==> config.mk <==
export PLATFORM = sky130hd
export DESIGN_NAME = note_tone_gen
export DESIGN_NICKNAME = d
export VERILOG_FILES = /design/src/rtl/tone_pkg.sv /design/src/rtl/note_sync.sv /design/src/rtl/note_tone_gen.sv
export SDC_FILE = /design/constraint.sdc
export NUM_CORES = 1
export LEC_CHECK = 0
export CORE_MARGIN = 1
export CORE_UTILIZATION = 45
export DETAILED_ROUTE_END_ITERATION = 10
export SLEW_MARGIN = 10
export SYNTH_ARGS = -nofsm -noshare
export SYNTH_HDL_FRONTEND = slang
export SYNTH_SLANG_ARGS = --single-unit
==> constraint.sdc <==
create_clock -name CLOCK_50 -period 4.4 [get_ports CLOCK_50]
set_input_delay 0.66 -clock CLOCK_50 [delete_from_list [all_inputs] [get_ports CLOCK_50]]
set_output_delay 0.66 -clock CLOCK_50 [all_outputs]
set_load 0.05 [all_outputs]
==> src/rtl/tone_pkg.sv <==
// tone_pkg: shared types, widths and the 50 MHz pitch table for note_tone_gen.
package tone_pkg;
  localparam int NOTE_W = 4;
  localparam int AMP_W = 8;
  localparam int REF_HZ = 50_000_000;
  typedef enum logic [1:0] {IDLE, ATTACK, SUSTAIN, RELEASE} state_t;
  // Half periods in REF_HZ clocks for C4..C6; entry 0 is the rest code.
  localparam logic [16:0] HALF_PERIOD [16] = '{
    17'd0,     17'd95556, 17'd85131, 17'd75843, 17'd71586, 17'd63776, 17'd56818, 17'd50619,
    17'd47778, 17'd42566, 17'd37922, 17'd35793, 17'd31888, 17'd28409, 17'd25310, 17'd23889
  };
  // Rescales the reference table to another clock, rounding to nearest.
  function automatic logic [16:0] half_period(input longint clk_hz, input logic [NOTE_W-1:0] n);
    return 17'((longint'(HALF_PERIOD[n]) * clk_hz + REF_HZ / 2) / REF_HZ);
  endfunction
endpackage

==> src/rtl/note_sync.sv <==
// note_sync: two-flop synchroniser with a stability compare; cur_note shows the new code during the note_chg cycle.
module note_sync
  import tone_pkg::*;
(
  input  logic              clk,
  input  logic              rst_n,
  input  logic [NOTE_W-1:0] note,
  output logic [NOTE_W-1:0] cur_note,
  output logic              note_chg
);
  logic [NOTE_W-1:0] s1, s2, s3, held;
  assign note_chg = (s2 == s3) && (s2 != held);
  assign cur_note = note_chg ? s2 : held;
  always_ff @(posedge clk or negedge rst_n) begin
    if (!rst_n) begin
      {s1, s2, s3, held} <= '0;
    end else begin
      s1 <= note;
      s2 <= s1;
      s3 <= s2;
      held <= cur_note;
    end
  end
endmodule

==> src/rtl/note_tone_gen.sv <==
// note_tone_gen: note-driven square wave with attack/sustain/release envelope, tone pin and PCM samples.
module note_tone_gen
  import tone_pkg::*;
#(
  parameter int CLK_HZ = 50_000_000,
  parameter int SAMPLE_DIV = 1042,
  parameter int ENV_TICK = 50_000,
  parameter int ATTACK_STEP = 8,
  parameter int RELEASE_STEP = 4
) (
  input  logic              CLOCK_50,
  input  logic              rst_n,
  input  logic [NOTE_W-1:0] note,
  input  logic              mute,
  output logic              tone_out,
  output logic [15:0]       sample,
  output logic              sample_valid,
  output logic              busy
);
  localparam int SW = $clog2(SAMPLE_DIV);
  localparam int EW = $clog2(ENV_TICK);
  logic [NOTE_W-1:0] cur_note;
  logic note_chg, retune, etick, stick, level;
  logic [16:0] hp_tab [16];
  logic [16:0] phase, period;
  logic [AMP_W-1:0] amp, amp_nx;
  logic [AMP_W:0] up, dn;
  logic [SW-1:0] scnt;
  logic [EW-1:0] ecnt;
  logic [15:0] mag, smp;
  state_t state, st_acc, st_nx;
  for (genvar i = 0; i < 16; i++) begin : g_hp
    assign hp_tab[i] = half_period(longint'(CLK_HZ), NOTE_W'(i));
  end
  note_sync u_sync (
    .clk(CLOCK_50),
    .rst_n(rst_n),
    .note(note),
    .cur_note(cur_note),
    .note_chg(note_chg)
  );
  assign retune = note_chg && (cur_note != '0);
  assign etick = ecnt == EW'(ENV_TICK - 1);
  assign stick = scnt == SW'(SAMPLE_DIV - 1);
  assign busy = state != IDLE;
  assign tone_out = level & |amp & ~mute;
  // Note acceptance resolves first; an envelope tick then steps the resulting state.
  always_comb begin
    st_acc = !note_chg ? state : retune ? ATTACK : (state == IDLE) ? IDLE : RELEASE;
    up = {1'b0, amp} + (AMP_W + 1)'(ATTACK_STEP);
    dn = {1'b0, amp} - (AMP_W + 1)'(RELEASE_STEP);
    amp_nx = !etick ? amp
           : (st_acc == ATTACK) ? (up[AMP_W] ? '1 : up[AMP_W-1:0])
           : (st_acc == RELEASE) ? (dn[AMP_W] ? '0 : dn[AMP_W-1:0])
           : amp;
    st_nx = (etick && st_acc == ATTACK && amp_nx == '1) ? SUSTAIN
          : (etick && st_acc == RELEASE && amp_nx == '0) ? IDLE
          : st_acc;
    mag = {1'b0, amp, 7'b0};
    smp = mute ? 16'd0 : level ? mag : -mag;
  end
  always_ff @(posedge CLOCK_50 or negedge rst_n) begin
    if (!rst_n) begin
      state <= IDLE;
      amp <= '0;
      level <= 1'b0;
      phase <= '0;
      period <= '0;
    end else begin
      state <= st_nx;
      amp <= amp_nx;
      if (retune) begin
        period <= hp_tab[cur_note];
        phase <= hp_tab[cur_note] - 17'd1;
        level <= 1'b1;
      end else if (state != IDLE) begin
        level <= (phase == '0) ? ~level : level;
        phase <= (phase == '0) ? period - 17'd1 : phase - 17'd1;
      end
    end
  end
  always_ff @(posedge CLOCK_50 or negedge rst_n) begin
    if (!rst_n) begin
      ecnt <= '0;
      scnt <= '0;
      sample <= '0;
      sample_valid <= 1'b0;
    end else begin
      ecnt <= etick ? '0 : ecnt + EW'(1);
      scnt <= stick ? '0 : scnt + SW'(1);
      sample_valid <= stick;
      if (stick) sample <= smp;
    end
  end
endmodule

Word level (Yosys, flattened, before mapping)
Memories as Yosys holds them, arrays and structs flattened.
Index checks and enable logic that the tools add are counted.
Widths: inputs -> output; s select.
{"block": "word_totals", "reg_bits": 105, "mem_bits_ro": 272, "n_memories": 1, "out_inout_bits": 19, "inputBits": 7}
{"memory": "(name not given)", "depth": 16, "width": 17, "rd": 1, "rd_clocked_by_memory_dff": 0, "write_ports": 0, "line": "note_tone_gen.sv:74", "source": "phase <= hp_tab[cur_note] - 17'd1;"}
{"block": "op_classes", "muxes": 23, "n_eq_ne": 7, "magnitude_cmp": 1, "reduce_logical": 15, "bitwise": 5, "n_addsub": 8}
{"op": "$mux 17", "count": 5}
{"op": "$sub 17x1->17 const B", "count": 3}
{"op": "$mux 16", "count": 3}
{"op": "$mux 8", "count": 5}
{"op": "$logic_not 17->1", "count": 1}
{"op": "$add 16x1->16 const B", "count": 1}
{"op": "$eq 16x16->1 const B", "count": 1}
{"op": "$neg 15->16", "count": 1}
{"op": "$add 11x1->11 const B", "count": 1}
{"op": "$eq 11x11->1 const B", "count": 1}
{"op": "$mux 11", "count": 1}
{"op": "$mux 2", "count": 5}
{"op": "$add 8x4->9 const B", "count": 1}
{"op": "$sub 8x3->9 const B", "count": 1}
{"op": "$eq 8x8->1 const B", "count": 1}
{"op": "$logic_not 8->1", "count": 1}
{"op": "$reduce_or 8->1", "count": 1}
{"op": "$logic_and 1x1->1", "count": 6}
{"op": "$reduce_bool 2->1", "count": 3}
{"op": "$ge 5x5->1 const B", "count": 1}
{"op": "$not 4->5", "count": 1}
{"op": "$eq 4x4->1", "count": 1}
{"op": "$mux 4", "count": 1}
{"op": "$ne 4x4->1", "count": 1}
{"op": "8 further kinds", "count": 12}

Longest topological paths before layout
Gate-level depths: netlist of run 1.
{"block": "logic_depth", "depth_word": 15, "mapped_depth": 20}

Modules after synthesis
From an unflattened synthesis of run 1, not the netlist that was laid out.
{"block": "hier_totals", "cells_unflattened": 594, "area_unflattened_um2": 5567.8}
{"mod": "note_tone_gen", "seq_area_each_um2": 2052.0, "instances": 1, "cells_per_inst": 564, "area_each_um2": 5031.1}
{"mod": "note_sync", "seq_area_each_um2": 400.4, "instances": 1, "cells_per_inst": 30, "area_each_um2": 536.8}

Least setup slack after synthesis of run 1
OpenSTA, ideal clock, no wires.
{"block": "synth_path", "kind": "register -> register", "from": "reg u_sync.s2[0]", "to": "reg state[1]", "setup_time_ps": 78, "path_slack_ps": -27, "path_stages_with_launch": 18, "period_less_slack_ps": 4427, "n_path_buf": 4, "arrival_time_ps": 4349, "cell_sequence": "dfrtp_1 > buf_4 > xor2_1 > buf_2 > nor4_2 > buf_4 > mux2i_1 > ha_1 > clkbuf_1 > inv_1 > nor3_1 > nor3_4 > or4_1 > o221a_1 > a21oi_2 > nand4_1 > a2111oi_1 > o21bai_1"}
{"block": "synth_via", "elab_chain_len": 15, "elab_cells_between_ends": 21}
{"element": "from (decl)", "line": "note_sync.sv:11", "source": "logic [NOTE_W-1:0] s1, s2, s3, held;"}
{"element": "from (signal assigned)", "line": "note_sync.sv:16", "source": "{s1, s2, s3, held} <= '0;"}
{"element": "from (signal assigned)", "line": "note_sync.sv:19", "source": "s2 <= s1;"}
{"element": "$eq 4x4->1 / $ne 4x4->1 (equally long branches)", "line": "note_sync.sv:12", "source": "assign note_chg = (s2 == s3) && (s2 != held);"}
{"element": "$logic_and 1x1->1", "line": "note_sync.sv:12"}
{"element": "$mux 4", "line": "note_sync.sv:13", "source": "assign cur_note = note_chg ? s2 : held;"}
{"element": "$reduce_bool 4->1", "line": "note_tone_gen.sv:42", "source": "assign retune = note_chg && (cur_note != '0);"}
{"element": "$logic_and 1x1->1", "line": "note_tone_gen.sv:42"}
{"element": "$mux 2", "line": "note_tone_gen.sv:49", "source": "st_acc = !note_chg ? state : retune ? ATTACK : (state == IDLE) ? IDLE : RELEASE;"}
{"element": "$mux 2 (*)", "line": "note_tone_gen.sv:49"}
{"element": "$eq 2x2->1", "line": "note_tone_gen.sv:54", "source": ": (st_acc == RELEASE) ? (dn[AMP_W] ? '0 : dn[AMP_W-1:0])"}
{"element": "$mux 8", "line": "note_tone_gen.sv:54"}
{"element": "$mux 8 (*)", "line": "note_tone_gen.sv:53", "source": ": (st_acc == ATTACK) ? (up[AMP_W] ? '1 : up[AMP_W-1:0])"}
{"element": "$mux 8 (*)", "line": "note_tone_gen.sv:52", "source": "amp_nx = !etick ? amp"}
{"element": "named net amp_nx[3]", "line": "note_tone_gen.sv:26", "source": "logic [AMP_W-1:0] amp, amp_nx;"}
{"element": "$logic_not 8->1", "line": "note_tone_gen.sv:57", "source": ": (etick && st_acc == RELEASE && amp_nx == '0) ? IDLE"}
{"element": "$logic_and 1x1->1", "line": "note_tone_gen.sv:57"}
{"element": "$mux 2", "line": "note_tone_gen.sv:57"}
{"element": "$mux 2 (*)", "line": "note_tone_gen.sv:56", "source": "st_nx = (etick && st_acc == ATTACK && amp_nx == '1) ? SUSTAIN"}
{"element": "named net st_nx[1]", "line": "note_tone_gen.sv:31", "source": "state_t state, st_acc, st_nx;"}
{"element": "to (signal assigned)", "line": "note_tone_gen.sv:70", "source": "state <= st_nx;"}
{"element": "to (decl)", "line": "note_tone_gen.sv:31"}
The timed path passes the listed nets; every way through them passes the cells marked *.
A chain may end at the register's enable or synchronous reset.

Worst setup path in the final report of run 1
{"block": "layout_path", "from": "reg u_sync.s3[1]", "to": "reg phase[15]"}
{"block": "layout_via", "elab_chain_len": 9, "elab_cells_between_ends": 12}
{"element": "from (decl)", "line": "note_sync.sv:11"}
{"element": "from (signal assigned)", "line": "note_sync.sv:16"}
{"element": "from (signal assigned)", "line": "note_sync.sv:20", "source": "s3 <= s2;"}
{"element": "$eq 4x4->1 (*)", "line": "note_sync.sv:12"}
{"element": "$logic_and 1x1->1 (*)", "line": "note_sync.sv:12"}
{"element": "$mux 4 (*)", "line": "note_sync.sv:13"}
{"element": "named net cur_note[1]", "line": "note_tone_gen.sv:22", "source": "logic [NOTE_W-1:0] cur_note;"}
{"element": "$not 4->5 (not written as such)", "line": "note_tone_gen.sv:74"}
{"element": "$mem_v2 16x17"}
{"element": "$mux 17 (not written as such) (2 in series)", "line": "note_tone_gen.sv:74"}
{"element": "$sub 17x1->17", "line": "note_tone_gen.sv:74"}
{"element": "$mux 17", "line": "note_tone_gen.sv:72", "source": "if (retune) begin"}
{"element": "to (signal assigned)", "line": "note_tone_gen.sv:74"}
{"element": "to (signal assigned)", "line": "note_tone_gen.sv:78", "source": "phase <= (phase == '0) ? period - 17'd1 : phase - 17'd1;"}
{"element": "to (decl)", "line": "note_tone_gen.sv:25", "source": "logic [16:0] phase, period;"}
The timed path passes the listed nets; every way through them passes the cells marked *. The select of a mux whose other input is x is not followed.

==> metrics.md, run 1 <==
| Metric | Value |
|---|---|
| Status | `complete, no violations` |
| CP endpoint kind | `flip-flop` |
| Post-synthesis async set-or-reset flop share | `1.00` |
| Initial Utilization | `0.469` |
| Cells after synthesis | `668` |
| DRC Markers | `0` |
| Initial drt markers | `323` |
| Clock-pin slew on the worst setup and hold paths | `0.08 ns` |
| Slew Limit Fails | `0` |
| Via count | `4,998` |
| CP arrival | `4.36 ns` |
| IO buf count | `18` |
| Final nets | `703` |
| Routability congestion estimate | `0.918` |
| Initial antenna violation count | `0` |
| Kind of critical path | `reg -> reg` |
| Post-CTS Setup Bufs | `0` |
| Fin crit period | `4.12 ns` |
| Top post-synthesis cells by area | `dfrtp_1 (41%), nand2_1 (4.6%), xnor2_1 (4.4%), xor2_1 (3.8%), nor2_1 (3.7%)` |
| Hold Vio Cnt, Final | `0` |
| HPWL Detailed | `11,000 um` |
| Setup slack at placement | `0.105 ns` |
| Peak VDD IR | `0.000266 V` |
| Final Cycle Share | `0.936` |
| WL final | `15,100 um` |
| Root buf cell | `clkbuf_16` |
| Syn Std Cell Area | `0.00602 mm^2` |
| Wirelength per Cell | `17.6 um` |
| Largest net degree at the start of global routing | `71` |
| # hold bufs at CTS | `0` |
| # setup viols final | `0` |
| Power Density | `469 mW/mm^2` |
| Vias per cell | `5.83` |
| Vias in the first global route | `4,759` |
| Most numerous cell in the Yosys netlist | `dfrtp_1` |
| Avg Inst Size Synth | `9.01 um^2` |
| Pre-antenna DRT Iters | `5` |
| I/O pin total | `26` |
| Clock Sinks | `98` |
| Num CTS Buffers | `9` |
| Core area | `0.0128 mm^2` |
| Synth Register Bits | `98` |
| Total congestion overflow | `0` |
| Die Y | `118 um` |
| Number of flops mapped to enable cells by yosys | `0` |
| Fin Setup TNS | `0 ns` |
| Max Fclk | `243 MHz` |
| Worst-Skew Late Latency | `0.36 ns` |
| Slew margin rel. | `0.392` |
| Leakage dissipation | `0.00281 uW` |
| MaxCap Viol Count | `0` |
| CTS tree | `yes` |
| Final WS setup | `0.282 ns` |
| Commonest cells in the netlist | `dfrtp_1 (98), nand2_1 (74), nor2_1 (60)` |
| Synth Flop Type | `dfrtp_1` |
| Crit start category | `flip-flop` |
| Synth-to-Final Area Change | `11.1%` |
| Crit-path max cell delay | `0.54 ns` |
| Antenna Cells | `0` |
| Max Clock Skew | `0.00951 ns` |
| Largest area contributor in the netlist | `dfrtp_1` |
| CTS max path bufs | `2` |
| First-pass GRT wire length | `24,900 um` |
| Synth top area share | `0.407` |
| Row count | `41` |
| Die Wd | `118 um` |
| H-Tree Level Count | `3` |
| CP required | `4.65 ns` |
| Yosys cell types | `82` |
| Share of cells above drive strength 1 | `0.0949` |
| Warnings, synthesis | `0` |
| RSZ-0062 raised after global routing | `no` |
| Slew @ Worst Pin | `0.912 ns` |
| Crit path cell chain | `xor2_1 > nor4_4 > mux2i_1 > inv_1 > ha_1 > nand3_1 > a21oi_1 > o32ai_2 > mux2i_1 > nor3b_2 > or3b_1 > nor4_4 > xor2_1 > o21ai_1` |
| Worst Path Max Fanout | `7` |
| Sequential fraction of the synthesis area | `0.407` |
| Crit-path slowest cell | `or3b_1` |
| Hold/Removal Path Class | `reg -> reg` |
| Routed Antenna Nets | `0` |
| Die area | `0.0138 mm^2` |
| Global-route usage over all layers | `0.228` |
## timing repair
action                                 in CTS  in global routing
gates resized for setup                     0                  3
endpoints found under the hold margin       0                  0
setup endpoints to repair                   0                 10
## kinds of logic (layout without fill, tap and decap cells)
family / after synthesis / in the layout / synth area share
simple gates: 251 / 251 / 0.215
compound gates: 166 / 166 / 0.191
flops: 98 / 98 / 0.407
buf+inv: 71 / 82 / 0.0555
xor+xnor: 57 / 57 / 0.0842
fa+ha+maj: 16 / 16 / 0.0333
mux: 8 / 8 / 0.0135
other cells: 1 / 7 / 0.000623
## metrics by stage
| stage | instances | area [um^2] | util | power [uW] | hold WS (ns) |
|---|---|---|---|---|---|
| final | 857 | 6690 | 0.521 | 3140 | 0.353 |
| after global routing | 857 | 6690 | 0.521 | 3330 | 0.368 |
| after CTS | 857 | 6670 | 0.520 | 3150 | 0.355 |
| after detailed placement | 841 | 6370 | 0.497 | 2340 | 0.339 |
| after global placement | 841 | 6370 | 0.497 | 2330 | 0.337 |
| after floorplan | 674 | 6050 | - | 2030 | 0.331 |
## worst paths after layout
path	start	to	slack [ns]	cells past startpoint
max	u_sync.s3[1]$_DFF_PN0_	phase[15]$_DFFE_PN0P_	0.28	14
min	u_sync.s1[3]$_DFF_PN0_	u_sync.s2[3]$_DFF_PN0_	0.35	0
max reg2reg	u_sync.s3[1]$_DFF_PN0_	phase[15]$_DFFE_PN0P_	0.28	14
min reg2reg	u_sync.s1[3]$_DFF_PN0_	u_sync.s2[3]$_DFF_PN0_	0.35	0
max in group asynchronous	rst_n	phase[7]$_DFFE_PN0P_	2.99	2
min in group asynchronous	rst_n	u_sync.s2[3]$_DFF_PN0_	0.42	1
## area by class of cell
class                           instances  area (um^2)
Timing Repair Buffer                   41          354
Clock inverter                          7         67.6
Tap cell                              172          215
Inverter                               25         93.8
Multi-Input combinational cell        505         3280
Sequential cell                        98         2450
Fill cell                            1187         6140
Clock buffer                            9          225
## per-layer routing
| layer | vias to the layer above | GRT usage | share of wire |
|---|---|---|---|
| li1 | 2394 | - | - |
| met1 | 2451 | 0.329 | 0.49 |
| met2 | 136 | 0.342 | 0.44 |
| met3 | 17 | 0.0426 | 0.052 |
| met4 | 0 | 0.0745 | 0.014 |
| met5 | - | 0 | 0 |
## cells in the final DEF, fill, tap and decap left out, drive strengths merged, types with 4 or more instances in the layout
| cell | instances |
|---|---|
| nand2b | 10 |
| a31oi | 8 |
| mux2i | 7 |
| nor2 | 60 |
| and3 | 8 |
| ha | 16 |
| clkbuf | 9 |
| o31ai | 10 |
| a211oi | 11 |
| o21ai | 32 |
| o41ai | 5 |
| buf | 24 |
| nor2b | 9 |
| a21oi | 38 |
| conb | 7 |
| a21o | 7 |
| nor3 | 16 |
| or2 | 4 |
| nand3 | 22 |
| dfrtp | 98 |
| nor4 | 13 |
| inv | 30 |
| clkdlybuf4s50 | 17 |
| and2 | 5 |
| xor2 | 27 |
| o211ai | 6 |
| nand4 | 8 |
| a22o | 5 |
| nand2 | 74 |
| xnor2 | 30 |
## critical path: cells and delay by family, from the launching register on
family,cells,cell delay [ns]
flip-flops,1,0.41
AND/OR/NAND/NOR,5,1.70
buffers and inverters,1,0.14
XOR/XNOR,2,0.38
AO/OA/AOI/OAI,3,0.55
adder cells (fa/ha/maj),1,0.30
multiplexers,2,0.52
## state kept, by name, summed over array words and instances (netlist names)
register / count
sample_valid: 1
level: 1
u_sync.s1: 4
period: 17
u_sync.s3: 4
sample: 9
u_sync.s2: 4
u_sync.held: 4
phase: 17
amp: 8
scnt: 11
state: 2
ecnt: 16
## where the power goes
group | internal (uW) | switching [uW]
Combinational | 430 | 661
Clock | 401 | 392
Sequential | 1080 | 177
No activity file was read; power rests on OpenSTA's default activity.
==> run 2: changes to the inputs <==
CTS_CLUSTER_DIAMETER = 30   (was default)
==> results of run 2 <==
Same layout as run 1: the final DEF is identical, and so are final timing and power.
